## src/rtl/ddr_pkg.sv

```systemverilog
// ddr_pkg: shared types and helpers for the DDR write-data path.
//   burst_size_t : bytes-per-word encoding (1<<size bytes).
//   beat_period  : clk cycles between burst_to_byte loads for a word size,
//                  max(1, bytes/2), because DQ moves 2 bytes per clk.
//   WL_MIN/WL_MAX: legal write-latency range in cycles.
package ddr_pkg;

  typedef enum logic [1:0] {
    BS_1B = 2'd0,
    BS_2B = 2'd1,
    BS_4B = 2'd2,
    BS_8B = 2'd3
  } burst_size_t;

  // The minimum latency is one cycle to reach the first counting cycle plus
  // the two-cycle lead of a pool read ahead of its start pulse.
  localparam int WL_MIN = 3;
  localparam int WL_MAX = 15;

  function automatic logic [2:0] beat_period(input burst_size_t size);
    case (size)
      BS_4B:   return 3'd2;
      BS_8B:   return 3'd4;
      default: return 3'd1;
    endcase
  endfunction

endpackage

```

## src/rtl/wdata_beat_timer.sv

```systemverilog
// wdata_beat_timer: read/start schedule for one write command.
// Reads are due at cycle WRITE_LATENCY-2 after acceptance and then every
// period cycles, one per word; each start is the read delayed by two cycles.
// Ports:
//   clk, n_rst  : clock, async active-low reset
//   load        : command accepted this cycle (restarts the schedule)
//   abort       : underrun this cycle; cancels all outstanding reads/starts
//   beats_m1    : words in the command minus one (sampled on load)
//   period      : cycles between words (held by the caller for the command)
//   rd_due      : a pool pop is due this cycle
//   start_soon  : a start is due next cycle
//   start_due   : a start is due this cycle
//   start_last  : the due start carries the final word
module wdata_beat_timer
  import ddr_pkg::*;
#(
  parameter int WRITE_LATENCY = 4,
  parameter int MAX_BEATS     = 8
) (
  input  logic                         clk,
  input  logic                         n_rst,
  input  logic                         load,
  input  logic                         abort,
  input  logic [$clog2(MAX_BEATS)-1:0] beats_m1,
  input  logic [2:0]                   period,
  output logic                         rd_due,
  output logic                         start_soon,
  output logic                         start_due,
  output logic                         start_last
);

  localparam int CNT_W  = $clog2(WL_MAX + 1);
  localparam int LEFT_W = $clog2(MAX_BEATS + 1);

  logic [CNT_W-1:0]  rd_cnt;     // cycles until the next read is due
  logic [LEFT_W-1:0] rd_left;    // reads still to issue for this command
  logic [1:0]        st_pipe;    // reads issued 1 and 2 cycles ago
  logic [1:0]        last_pipe;  // same, flagging the final word

  assign rd_due     = (rd_left != '0) && (rd_cnt == '0);
  assign start_soon = st_pipe[0];
  assign start_due  = st_pipe[1];
  assign start_last = last_pipe[1];

  // NOTE: state registers use non-blocking assignments so every flop samples
  // pre-edge values; blocking here would create order-dependent behaviour.
  always_ff @(posedge clk or negedge n_rst) begin
    if (!n_rst) begin
      rd_cnt    <= '0;
      rd_left   <= '0;
      st_pipe   <= '0;
      last_pipe <= '0;
    end else if (load) begin
      // First counting cycle is cycle 1, so the first read lands at WL-2.
      rd_cnt    <= CNT_W'(WRITE_LATENCY - WL_MIN);
      rd_left   <= LEFT_W'(beats_m1) + LEFT_W'(1);
      st_pipe   <= '0;
      last_pipe <= '0;
    end else if (abort) begin
      rd_left   <= '0;
      st_pipe   <= '0;
      last_pipe <= '0;
    end else begin
      st_pipe   <= {st_pipe[0], rd_due};
      last_pipe <= {last_pipe[0], rd_due && (rd_left == LEFT_W'(1))};
      if (rd_due) begin
        rd_cnt  <= CNT_W'(period) - CNT_W'(1);
        rd_left <= rd_left - LEFT_W'(1);
      end else if (rd_cnt != '0) begin
        rd_cnt <= rd_cnt - CNT_W'(1);
      end
    end
  end

endmodule

```

## src/rtl/ddr_wdata_sequencer.sv

```systemverilog
// ddr_wdata_sequencer: accepts one write command, pops its words from the
// write-data pool and loads burst_to_byte with the spacing the DDR
// serialisation needs, WRITE_LATENCY cycles after command acceptance.
// Ports:
//   clk, n_rst             : clock, async active-low reset
//   cmd_valid/cmd_ready    : command handshake; ready only when idle
//   cmd_size, cmd_beats_m1 : bytes per word (1<<size), words minus one
//   pool_empty             : pool has no word to give
//   pool_rd_en             : pop one word; pool_rdata valid next cycle
//   pool_rdata             : pool read data
//   start                  : one-cycle load pulse to burst_to_byte
//   pool_wdata             : word presented to burst_to_byte
//   burst_size             : cmd_size latched for the command
//   busy                   : not idle
//   done                   : pulse with the final start
//   underrun               : pulse when a pop is due but the pool is empty
module ddr_wdata_sequencer
  import ddr_pkg::*;
#(
  parameter int WRITE_LATENCY = 4,
  parameter int MAX_BEATS     = 8
) (
  input  logic                         clk,
  input  logic                         n_rst,
  input  logic                         cmd_valid,
  output logic                         cmd_ready,
  input  logic [1:0]                   cmd_size,
  input  logic [$clog2(MAX_BEATS)-1:0] cmd_beats_m1,
  input  logic                         pool_empty,
  output logic                         pool_rd_en,
  input  logic [63:0]                  pool_rdata,
  output logic                         start,
  output logic [63:0]                  pool_wdata,
  output logic [1:0]                   burst_size,
  output logic                         busy,
  output logic                         done,
  output logic                         underrun
);

  localparam logic [1:0] S_IDLE  = 2'd0;
  localparam logic [1:0] S_LAT   = 2'd1;
  localparam logic [1:0] S_XFER  = 2'd2;
  localparam logic [1:0] S_DRAIN = 2'd3;

  logic [1:0] state;
  logic [1:0] drain_cnt;
  logic       rd_q;
  logic [2:0] period;
  logic       accept;
  logic       rd_due;
  logic       start_soon;
  logic       start_due;
  logic       start_last;

  assign cmd_ready = (state == S_IDLE);
  assign busy      = !cmd_ready;
  assign accept    = cmd_valid && cmd_ready;
  assign period    = beat_period(burst_size_t'(burst_size));

  // A pop that finds the pool empty kills the command: no read, and neither
  // this cycle's start nor any later one goes out.
  assign underrun   = busy && rd_due && pool_empty;
  assign pool_rd_en = busy && rd_due && !pool_empty;
  assign start      = (state == S_XFER) && start_due && !underrun;
  assign done       = start && start_last;

  wdata_beat_timer #(
    .WRITE_LATENCY (WRITE_LATENCY),
    .MAX_BEATS     (MAX_BEATS)
  ) u_timer (
    .clk        (clk),
    .n_rst      (n_rst),
    .load       (accept),
    .abort      (underrun),
    .beats_m1   (cmd_beats_m1),
    .period     (period),
    .rd_due     (rd_due),
    .start_soon (start_soon),
    .start_due  (start_due),
    .start_last (start_last)
  );

  always_ff @(posedge clk or negedge n_rst) begin
    if (!n_rst) begin
      state      <= S_IDLE;
      drain_cnt  <= '0;
      burst_size <= '0;
    end else begin
      case (state)
        S_IDLE: begin
          if (accept) begin
            state      <= S_LAT;
            burst_size <= cmd_size;
          end
        end
        S_LAT: begin
          if (underrun)        state <= S_IDLE;
          else if (start_soon) state <= S_XFER;
        end
        S_XFER: begin
          if (underrun) begin
            state <= S_IDLE;
          end else if (done) begin
            // Hold off the next command until the last word has finished
            // serialising: P-1 drain cycles, none when P is 1.
            state     <= (period == 3'd1) ? S_IDLE : S_DRAIN;
            drain_cnt <= 2'(period - 3'd2);
          end
        end
        S_DRAIN: begin
          if (drain_cnt == '0) state <= S_IDLE;
          else                 drain_cnt <= drain_cnt - 2'd1;
        end
        default: state <= S_IDLE;
      endcase
    end
  end

  // Pool data arrives the cycle after rd_en and is captured at the end of
  // that cycle, so it is presented in the matching start cycle.
  // NOTE: pool_wdata is a visible output, so it is reset even though it is a
  // plain data register; a deeper buffer would be left unreset.
  always_ff @(posedge clk or negedge n_rst) begin
    if (!n_rst) begin
      rd_q       <= 1'b0;
      pool_wdata <= '0;
    end else begin
      rd_q <= pool_rd_en;
      if (rd_q) pool_wdata <= pool_rdata;
    end
  end

endmodule

```

## config.mk

```make
export PLATFORM = sky130hd
export DESIGN_NAME = ddr_wdata_sequencer
export DESIGN_NICKNAME = d
export VERILOG_FILES = /design/src/rtl/ddr_pkg.sv /design/src/rtl/wdata_beat_timer.sv /design/src/rtl/ddr_wdata_sequencer.sv
export SDC_FILE = /design/constraint.sdc
export NUM_CORES = 1
export LEC_CHECK = 0
export ABC_AREA = 0
export BUFFER_PORTS_ARGS = -buffer_cell sky130_fd_sc_hd__buf_2
export CAP_MARGIN = 20
export CORE_ASPECT_RATIO = 1.5
export CORE_UTILIZATION = 45
export CTS_CLUSTER_SIZE = 8
export DETAILED_ROUTE_END_ITERATION = 10
export PLACE_DENSITY = 0.77
export SLEW_MARGIN = 20
export SYNTH_ARGS = -nofsm -noshare
export SYNTH_HDL_FRONTEND = slang
export SYNTH_SLANG_ARGS = --single-unit
```

## constraint.sdc

```tcl
create_clock -name clk -period 3.5 [get_ports clk]
set_input_delay 0.35 -clock clk [delete_from_list [all_inputs] [get_ports clk]]
set_output_delay 0.35 -clock clk [all_outputs]
set_load 0.03 [all_outputs]
```

### Word-level counts from Yosys, hierarchy flattened

Cells that the tools add are included.

* register bits after elaboration: 83
* output and inout bits: 72
* input port bits: 73

* equality and inequality tests: 15
* reduce and logical (&&, ||, !) cells: 24
* add/subtract/negate cells: 6
* muxes and demuxes: 24

Operators with widths (number)
* two-way mux 2 bit: 14
* two-way mux 4 bit: 7
* logical AND 1 bit: 9
* equality test 2 bit, second input constant: 4
* != test 2 bit, second input constant: 4
* case mux 2 bit (4 select lines): 1
* AND reduction 4 bit: 2
* nonzero test 4 bit: 2
* subtractor 4 x 1 -> 4 bit, second input constant: 2
* case mux 3 bit (2 select lines): 1
* nonzero test 3 bit: 2
* adder 3 x 1 -> 4 bit, second input constant: 1
* equality test 4 x 1 -> 1 bit, second input constant: 1
* zero test 2 bit: 2
* zero test 4 bit: 1
* != test 2 x 1 -> 1 bit, second input constant: 2
* case mux 2 bit (2 select lines): 1
* AND reduction 2 bit: 2
* subtractor 3 x 1 -> 4 bit, second input constant: 1
* equality test 3 x 1 -> 1 bit, second input constant: 1
* zero test 1 bit: 3
* != test 3 x 2 -> 1 bit, second input constant: 1
* != test 3 bit, second input constant: 1
* equality test 2 x 1 -> 1 bit, second input constant: 1
* other kinds (3): 3

### Logic depth before layout (Yosys ltp)

Gate-level depths: netlist of the first run.

* depth after elaboration: 10
* gate-level depth with buffers: 7

### Hierarchy

A second synthesis of the first run with hierarchy kept.

* cell total of the unflattened synthesis: 240
* area total of the unflattened synthesis: 3429.5 µm²

Modules (own cells, without submodules)
* ddr_wdata_sequencer: times used 1, cells each 174, area an instance 2751.4 µm², seq. area each 1776.7 µm²
* wdata_beat_timer: times used 1, cells each 66, area an instance 678.2 µm², seq. area each 300.3 µm²

### Worst setup path after synthesis of the first run

No wires, ideal clock.

* path kind: reg2out
* start: register u_timer.rd_cnt[0]
* end: output port pool_rd_en
* stages on the path, launching flop included: 7
* path slack: 1221 ps
* arrival time: 1929 ps
* cell sequence: dfrtp_1 > inv_1 > ha_1 > nor3b_2 > buf_4 > nand2_2 > nor3_1

* cells in the longest elaborated chain, start to end: 4

Ends and longest elaborated chain
* start: declaration: RTL line wdata_beat_timer.sv:35 `logic [CNT_W-1:0] rd_cnt;`
* start signal: assignment: RTL line wdata_beat_timer.sv:55 `rd_cnt <= CNT_W'(WRITE_LATENCY - WL_MIN);`
* start signal: assignment: RTL line wdata_beat_timer.sv:67 `rd_cnt <= CNT_W'(period) - CNT_W'(1);`
* start signal: assignment: RTL line wdata_beat_timer.sv:70 `rd_cnt <= rd_cnt - CNT_W'(1);`
* zero test 4 bit: RTL line wdata_beat_timer.sv:40 `assign rd_due = (rd_left != '0) && (rd_cnt == '0);`
* logical AND 1 bit: RTL line wdata_beat_timer.sv:40
* logical AND 1 bit (2 in a row): RTL line ddr_wdata_sequencer.sv:63 `assign pool_rd_en = busy && rd_due && !pool_empty;`
* end: declaration: RTL line ddr_wdata_sequencer.sv:30 `output logic pool_rd_en,`

Every way passes these cells.

### Final worst setup path of the first run

Ends and elaborated chain as after synthesis.

==> out/metrics.yaml, run 1 <==
outcome: "complete, no violations"
fin_total_pwr_uw: 5210
tritoncts: "built"
clockBufferDepth: 2
irDropWorstVdd_mv: 0.554
cts_buffers: 9
worst_setup_hold_path_clk_slew_ns: 0.06
place.detailed.hpwl_um: 5470
fraction_of_layout_instances_using_a_drive_strength_above_1_pct: 58.0
async_flop_share_pct: 100
num-fill-cells: 630
fmaxAchievable_mhz: 356
powerDensity_nw_per_um2: 1110
clkLatencyLatePin_ns: 0.33
maxSlewViolCount: 0
postLayoutCoreUtil_pct: 61.6
routed_via_density: 5.01
path_class: "flip-flop to output pin"
grt_pass1_vias: 2619
pin_count_of_the_biggest_net_entering_global_routing: 70
1st_iter_drt_viols: 119
syn_area_per_cell_um2: 13.6
worst_slew_pin_slew_ns: 0.884
synthesis.nets: 339
fin_nets: 486
chipWidth_um: 74.5
starting_density_of_the_core_pct: 46.6
postCtsSetupRepairBufs: 0
min_period_ns: 2.81
setup.worst_path.end_class: "output pin"
syn2layout_area_growth_pct: 32.2
synth.cell_area_um2: 3550
route.final.wire_length_um: 7580
slew-limit-headroom_pct: 41.1
site_row_count: 39
multi_input_area_um2: 1360
synth_seq_cells: 83
die_h_um: 111
drt_drc_violations_left: 0
numPortBuffers: 144
finalSetupTns_ns: 0
grt_setup_unrepaired: "no"
antenna_cells: 0
grt_antenna_before_repair: 0
htree_levels: 3
num_io_pins: 145
synth_edf_count: 0
gpl.final_weighted_congestion: 0.878
finalSetupViolations: 0
number_of_hold_buffers_added_after_cts: 0
grt.overflow.total: 0
globalRouteTotalUtil_pct: 19.3
design.core.area_um2: 7610
finalCritPeriodShare_pct: 80.4
setup_skew_ns: 0.00675
power_leakage_uw: 0.00228
maxCapViolations: 0
report.final.hold_viol_count: 0
synth-seq-area-share_pct: 58.6
cts_resized: 0
synthesis.instances: 260
timing.hold.worst.class: "input port to asynchronous set/reset pin"
clk_tree_root_cell: "clkbuf_16"
average_wire_per_standard_cell_um: 14.7
synth_warnings: 0
crit_path_arrival_time_ns: 2.46
dieArea_um2: 8250
cp.required_ns: 3.15
cts.sinks: 83
synth_cell_type_count: 45
detail_route.first_pass.iterations: 5
cp-start-kind: "flip-flop"
worst-path-max-fanout: 11
area.sequential_um2: 2080
ys_dominant_reg_cell: "dfrtp_1"
final_antenna_net_count: 0
routed-via-count: 2573
first_pass_grt_wire_length_um: 12100
[flip-flops by register name, summed over array words and instances (netlist names)]
| name | count |
|---|---|
| burst_size | 2 |
| drain_cnt | 2 |
| pool_wdata | 64 |
| rd_q | 1 |
| state | 2 |
| u_timer.last_pipe | 2 |
| u_timer.rd_cnt | 4 |
| u_timer.rd_left | 4 |
| u_timer.st_pipe | 2 |
[where the power goes]
part / leakage [µW] / total, µW / switching [µW] / internal, µW
logic: 0.00112 / 2430 / 1500 / 925
registers: 0.00101 / 1770 / 334 / 1430
clock network: 0.000156 / 1010 / 364 / 648
[cell usage in the layout (no fill, tap or decap), types with 2 or more instances in the layout]
master,netlist,routed
nand3b_1,2,2
a31oi_1,3,3
nand2b_1,2,2
a21oi_1,6,6
nand3_1,5,5
and3_1,4,4
buf_4,1,4
nor3_1,3,3
nor3_2,2,2
dfrtp_1,83,82
a211oi_1,2,2
buf_2,7,143
o211ai_1,4,4
mux2i_1,2,2
nor2_1,10,10
inv_1,10,10
clkbuf_16,0,9
bufinv_16,0,2
nand2_2,2,2
ha_1,6,6
inv_2,2,2
and2_1,2,2
o21ai_0,4,4
nand2_1,5,5
or3b_1,3,3
nor4_1,3,3
nand4b_1,2,2
mux2_2,65,65
[metal layers]
metal / share of wire, % / wire (µm) / GRT usage [%]
met3: 7.7 / 582 / 5.64
met2: 52 / 3960 / 33.5
met5: 0 / 0 / 0
met4: 1.2 / 94 / 7.30
met1: 39 / 2940 / 21.5
[kinds of logic after synthesis]
group,share of synthesized area (%)
buffers and inverters,3.00
multiplexers,21.2
adder cells (fa/ha/maj),2.12
flip-flops,58.6
XOR/XNOR,0.247
AND/OR/NAND/NOR,8.43
AO/OA/AOI/OAI,6.46
[worst paths after layout]
| path | from | endpoint | slack (ns) | depth (start not counted) |
|---|---|---|---|---|
| setup / recovery | u_timer.rd_cnt[0] | pool_rd_en | 0.69 | 6 |
| hold / removal | n_rst | pool_wdata[58] | 0.14 | 1 |
| setup reg to reg | u_timer.rd_cnt[0] | u_timer.rd_left[3] | 1.34 | 6 |
| hold reg to reg | pool_wdata[11] | pool_wdata[11] | 0.50 | 1 |
| max in group asynchronous | n_rst | pool_wdata[43] | 2.62 | 2 |
| min in group clk | cmd_beats_m1[0] | u_timer.rd_left[0] | 0.23 | 2 |
[cell type report]
| cell class | instances | share of cell area [%] |
|---|---|---|
| timing repair buffer | 147 | 15.9 |
| tap | 102 | 2.72 |
| clock inverter | 5 | 1.81 |
| inverter | 12 | 0.961 |
| clock buffer | 11 | 5.18 |
| multi-input combinational | 154 | 29.1 |
| sequential | 83 | 44.3 |
[Yosys cell counts, types with 2 or more instances]
cell type  count  share of area, %
or3b_1         3              0.74
nor3_1         3              0.42
dfrtp_1       83                59
nand2_2        2              0.35
nand4b_1       2              0.49
nor4_1         3              0.53
and2_1         2              0.35
nand2_1        5              0.53
nand3_1        5              0.71
inv_1         10               1.1
o21ai_0        4              0.56
a31oi_1        3              0.53
nor3_2         2              0.56
inv_2          2              0.21
a211oi_1       2              0.42
and3_1         4              0.71
clkbuf_1       2              0.21
o211ai_1       4              0.85
a21oi_1        6              0.85
nand3b_1       2              0.42
nor2_1        10               1.1
mux2_2        65                21
mux2i_1        2              0.56
ha_1           6               2.1
nand2b_1       2              0.35
buf_2          7              0.99
[through the flow]
step	worst slack [ns]	std cells	hold slack, ns	area (µm²)
after floorplan	1.22	260	0.0544	3550
after global placement	1.15	498	0.477	4360
after detailed placement	1.06	498	0.482	4360
after CTS	0.695	514	0.162	4690
after global routing	0.527	514	0.214	4690
final	0.688	514	0.140	4690
[worst max-delay path, cell delays in order (launching register included)]
cell     delay [ns]
dfrtp_1        0.42
inv_1          0.11
ha_1           0.22
nor3b_2        0.66
nand2_2        0.24
nor3_1         0.25
buf_2          0.24
(Power assumes the default switching activity.)
==> inputs of run 2 (changes only) <==
- ABC_AREA: 0 -> 1
- CORE_UTILIZATION: 45 -> 43
- PLACE_DENSITY: 0.77 -> 0.78
- clock period: 3.5 -> 2.4 ns (I/O delays scaled with it)
==> run 2 against run 1 <==
- via count rose by 0.19%
- combinational power grew 50%
- register-to-register slack worse by 0.58 ns
- critical endpoint unchanged
- hold slack got worse by 0.020 ns
- largest cell class unchanged
- highest routed layer unchanged
- worst setup slack got worse by 0.28 ns
- clock-buffer cell count grew 1
- final area decreased by 0.24%
- total power up 44%
- global-route usage fell by 1.4 points
==> out/metrics.yaml, run 2 <==
hold_path_startpoint: "cmd_size[0]"
powerDensity_nw_per_um2: 1610  # +45%
worst_slew_pin_slew_ns: 0.520  # -0.364 ns
clkLatencyLatePin_ns: 0.32  # about the same
site_row_count: 39  # unchanged
starting_density_of_the_core_pct: 45.1  # -1.5 points
cp-start-kind: "flip-flop"
die_h_um: 112  # +1.5%
yosysTopAreaCell: "dfrtp_1"
syn2layout_area_growth_pct: 33.7
gr-usage-met2_pct: 34.3  # +0.83 points
register_name_with_the_most_flops: "pool_wdata"
met1_global_route_usage_pct: 17.5  # -4.0 points
finalSetupViolations: 0  # unchanged
largest_register_ffs: 64  # unchanged
route.final.wire_length_um: 7130  # -5.9%
tritoncts: "built"
slew-limit-headroom_pct: 65.3  # +24 points
post-synth-top-count-cell: "dfrtp_1"
cts_resized: 0  # unchanged
maxSlewViolCount: 0  # unchanged
largestRegisters: "pool_wdata (64), u_timer.rd_cnt (4), u_timer.rd_left (4)"
globalRouteTotalUtil_pct: 17.9  # -1.4 points
routed_via_density: 4.79  # -4.3%
area.sequential_um2: 2080  # unchanged
worst-path-max-fanout: 4  # -7
synth.top_cell.area_share_pct: 59.4  # +0.84 points
layout_commonest_cell: "buf_2"
htree_levels: 3  # unchanged
synth_commonest_cells: "dfrtp_1, mux2_2, nand2_1"
cp.required_ns: 2.16  # -0.99 ns
1st_iter_drt_viols: 74  # -38%
min_period_ns: 1.99
whs_path_depth: 3
chipWidth_um: 75.6  # +1.5%
irDropWorstVdd_mv: 0.732  # +32%
detail_route.first_pass.iterations: 4  # -1
place.detailed.hpwl_um: 5470  # about the same
synth_warnings: 0  # unchanged
synth_edf_count: 0  # unchanged
setup_skew_ns: 0.00430  # -0.00244 ns
grt_antenna_before_repair: 0  # unchanged
top_usage_layer: "met2"
fin_total_pwr_uw: 7520  # +44%
finalSetupTns_ns: 0  # unchanged
grt.overflow.total: 0  # unchanged
synth-seq-area-share_pct: 59.4  # +0.84 points
synthesis.nets: 358  # +5.6%
gpl.final_weighted_congestion: 0.781  # -11%
maxCapViolations: 0  # unchanged
first_pass_grt_wire_length_um: 11400  # -5.8%
reg2reg_from: "u_timer.rd_cnt[0]"
path_class: "flip-flop to output pin"
drt_drc_violations_left: 0  # unchanged
crit_path_arrival_time_ns: 1.75  # -0.71 ns
place_inst: 521  # +4.6%
min_delay_worst_endpoint: "burst_size[0]"
dieArea_um2: 8510  # +3.1%
setup.reg_to_reg.worst_slack_ns: 0.76  # -0.58 ns
synth_seq_cells: 83  # unchanged
grt_setup_unrepaired: "no"
setup.worst_path.end_class: "output pin"
timing.hold.worst.class: "input port to flip-flop"
postCtsSetupRepairBufs: 0  # unchanged
syn_area_per_cell_um2: 12.5  # -8.1%
fraction_of_layout_instances_using_a_drive_strength_above_1_pct: 54.8  # -3.2 points
outcome: "complete, no violations"
async_flop_share_pct: 100  # unchanged
synth.cell_area_um2: 3500  # -1.4%
globalRouteMet3Util_pct: 4.49  # -1.1 points
num_io_pins: 145  # unchanged
clockBufferDepth: 2  # unchanged
pin_count_of_the_biggest_net_entering_global_routing: 46  # -34%
synthesis.instances: 279  # +7.3%
routed-via-count: 2578  # +0.19%
num-fill-cells: 644  # +2.2%
final_cells: 538  # +4.7%
finalCritPeriodShare_pct: 83.1
clk_tree_root_cell: "clkbuf_16"
synth_cell_type_count: 29  # -36%
worst_setup_hold_path_clk_slew_ns: 0.06  # about the same
fmaxAchievable_mhz: 502
numPortBuffers: 144  # unchanged
reg2reg_to: "state[1]"
layout_common_cells: "buf_2, dfrtp_1, mux2_2"
multi_input_area_um2: 1280  # -6.3%
timing.reg2reg.worst_path_depth: 9  # +3
ys_dominant_reg_cell: "dfrtp_1"
report.final.hold_viol_count: 0  # unchanged
fin_nets: 510  # +4.9%
design.core.area_um2: 7760  # +1.9%
final_antenna_net_count: 0  # unchanged
cts.sinks: 83  # unchanged
average_wire_per_standard_cell_um: 13.3  # -10%
ys_top_cells_by_area: "dfrtp_1, mux2_2, nand2_1, inv_1, ha_1"
cts_buffers: 9  # unchanged
power_leakage_uw: 0.00239  # +4.8%
antenna_cells: 0  # unchanged
grt_pass1_vias: 2628  # +0.34%
run 2: cell count changes after synthesis, sizes merged, moves of 4 or more:
| cell | before | now |
|---|---|---|
| nand2 | 7 | 37 |
| o21ai | 4 | 12 |
| inv | 12 | 28 |
| a31oi | 4 | 0 |
| nand3 | 5 | 11 |
| and3 | 4 | 0 |
run 2: routing by layer:
metal  vias to the layer above  share of wire, %
met2                       101                54
met1                      1236                38
met4                         0               1.1
met3                         7               6.4
met5                         -                 0
li1                       1234                 -
run 2: worst max-delay path by stage:
stage                            startpoint          to  cells after the start
after floorplan           u_timer.rd_cnt[0]  pool_rd_en                      6
final                     u_timer.rd_cnt[0]  pool_rd_en                      7
after detailed placement  u_timer.rd_cnt[0]  pool_rd_en                      7
after CTS                 u_timer.rd_cnt[0]  pool_rd_en                      7
after global placement    u_timer.rd_cnt[0]  pool_rd_en                      7
after global routing      u_timer.rd_cnt[0]        done                      8
run 2: final cells by class:
class                           instances  area share, %
Sequential cell                        83           44.4
Inverter                               28           2.30
Clock buffer                           12           5.48
Timing Repair Buffer                  148           16.7
Clock inverter                          4           1.04
Multi-Input combinational cell        161           27.3
Tap cell                              102           2.73
run 2: worst max-delay path, cell delays in order, from the launching register on:
cell	delay, ns
dfrtp_1	0.39
inv_1	0.08
ha_1	0.18
nand2_1	0.11
nor2_4	0.15
nand2_2	0.10
nor3_1	0.18
buf_2	0.24
run 2: through the flow:
stage	hold WS [ns]	setup slack, ns	utilization [%]	cell area (µm²)
floorplan	-0.0556	0.545	-	3500
global placement	0.241	0.808	56.2	4360
detailed placement	0.253	0.734	56.2	4360
CTS	0.104	0.371	60.3	4680
global route	0.108	0.262	60.3	4680
finish	0.120	0.406	60.3	4680
run 2: cell families (layout without fill, tap and decap cells):
group,after synthesis,count (layout),share of synthesized area [%]
compound gates,22,22,3.65
fa+ha+maj,6,6,2.15
xor+xnor,3,3,0.751
buf+inv,35,192,4.08
mux,64,64,20.6
simple gates,66,66,9.37
flops,83,83,59.4
run 2: report_power, final:
group / internal, µW / switching (µW)
logic: 1360 / 2290
clock network: 860 / 503
registers: 2090 / 407
total: 4310 / 3200
run 2: what timing repair did:
item | in CTS | in global routing
setup endpoints to repair | 0 | 0
hold buffers | 1 | 0
endpoints found under the hold margin | 38 | 0
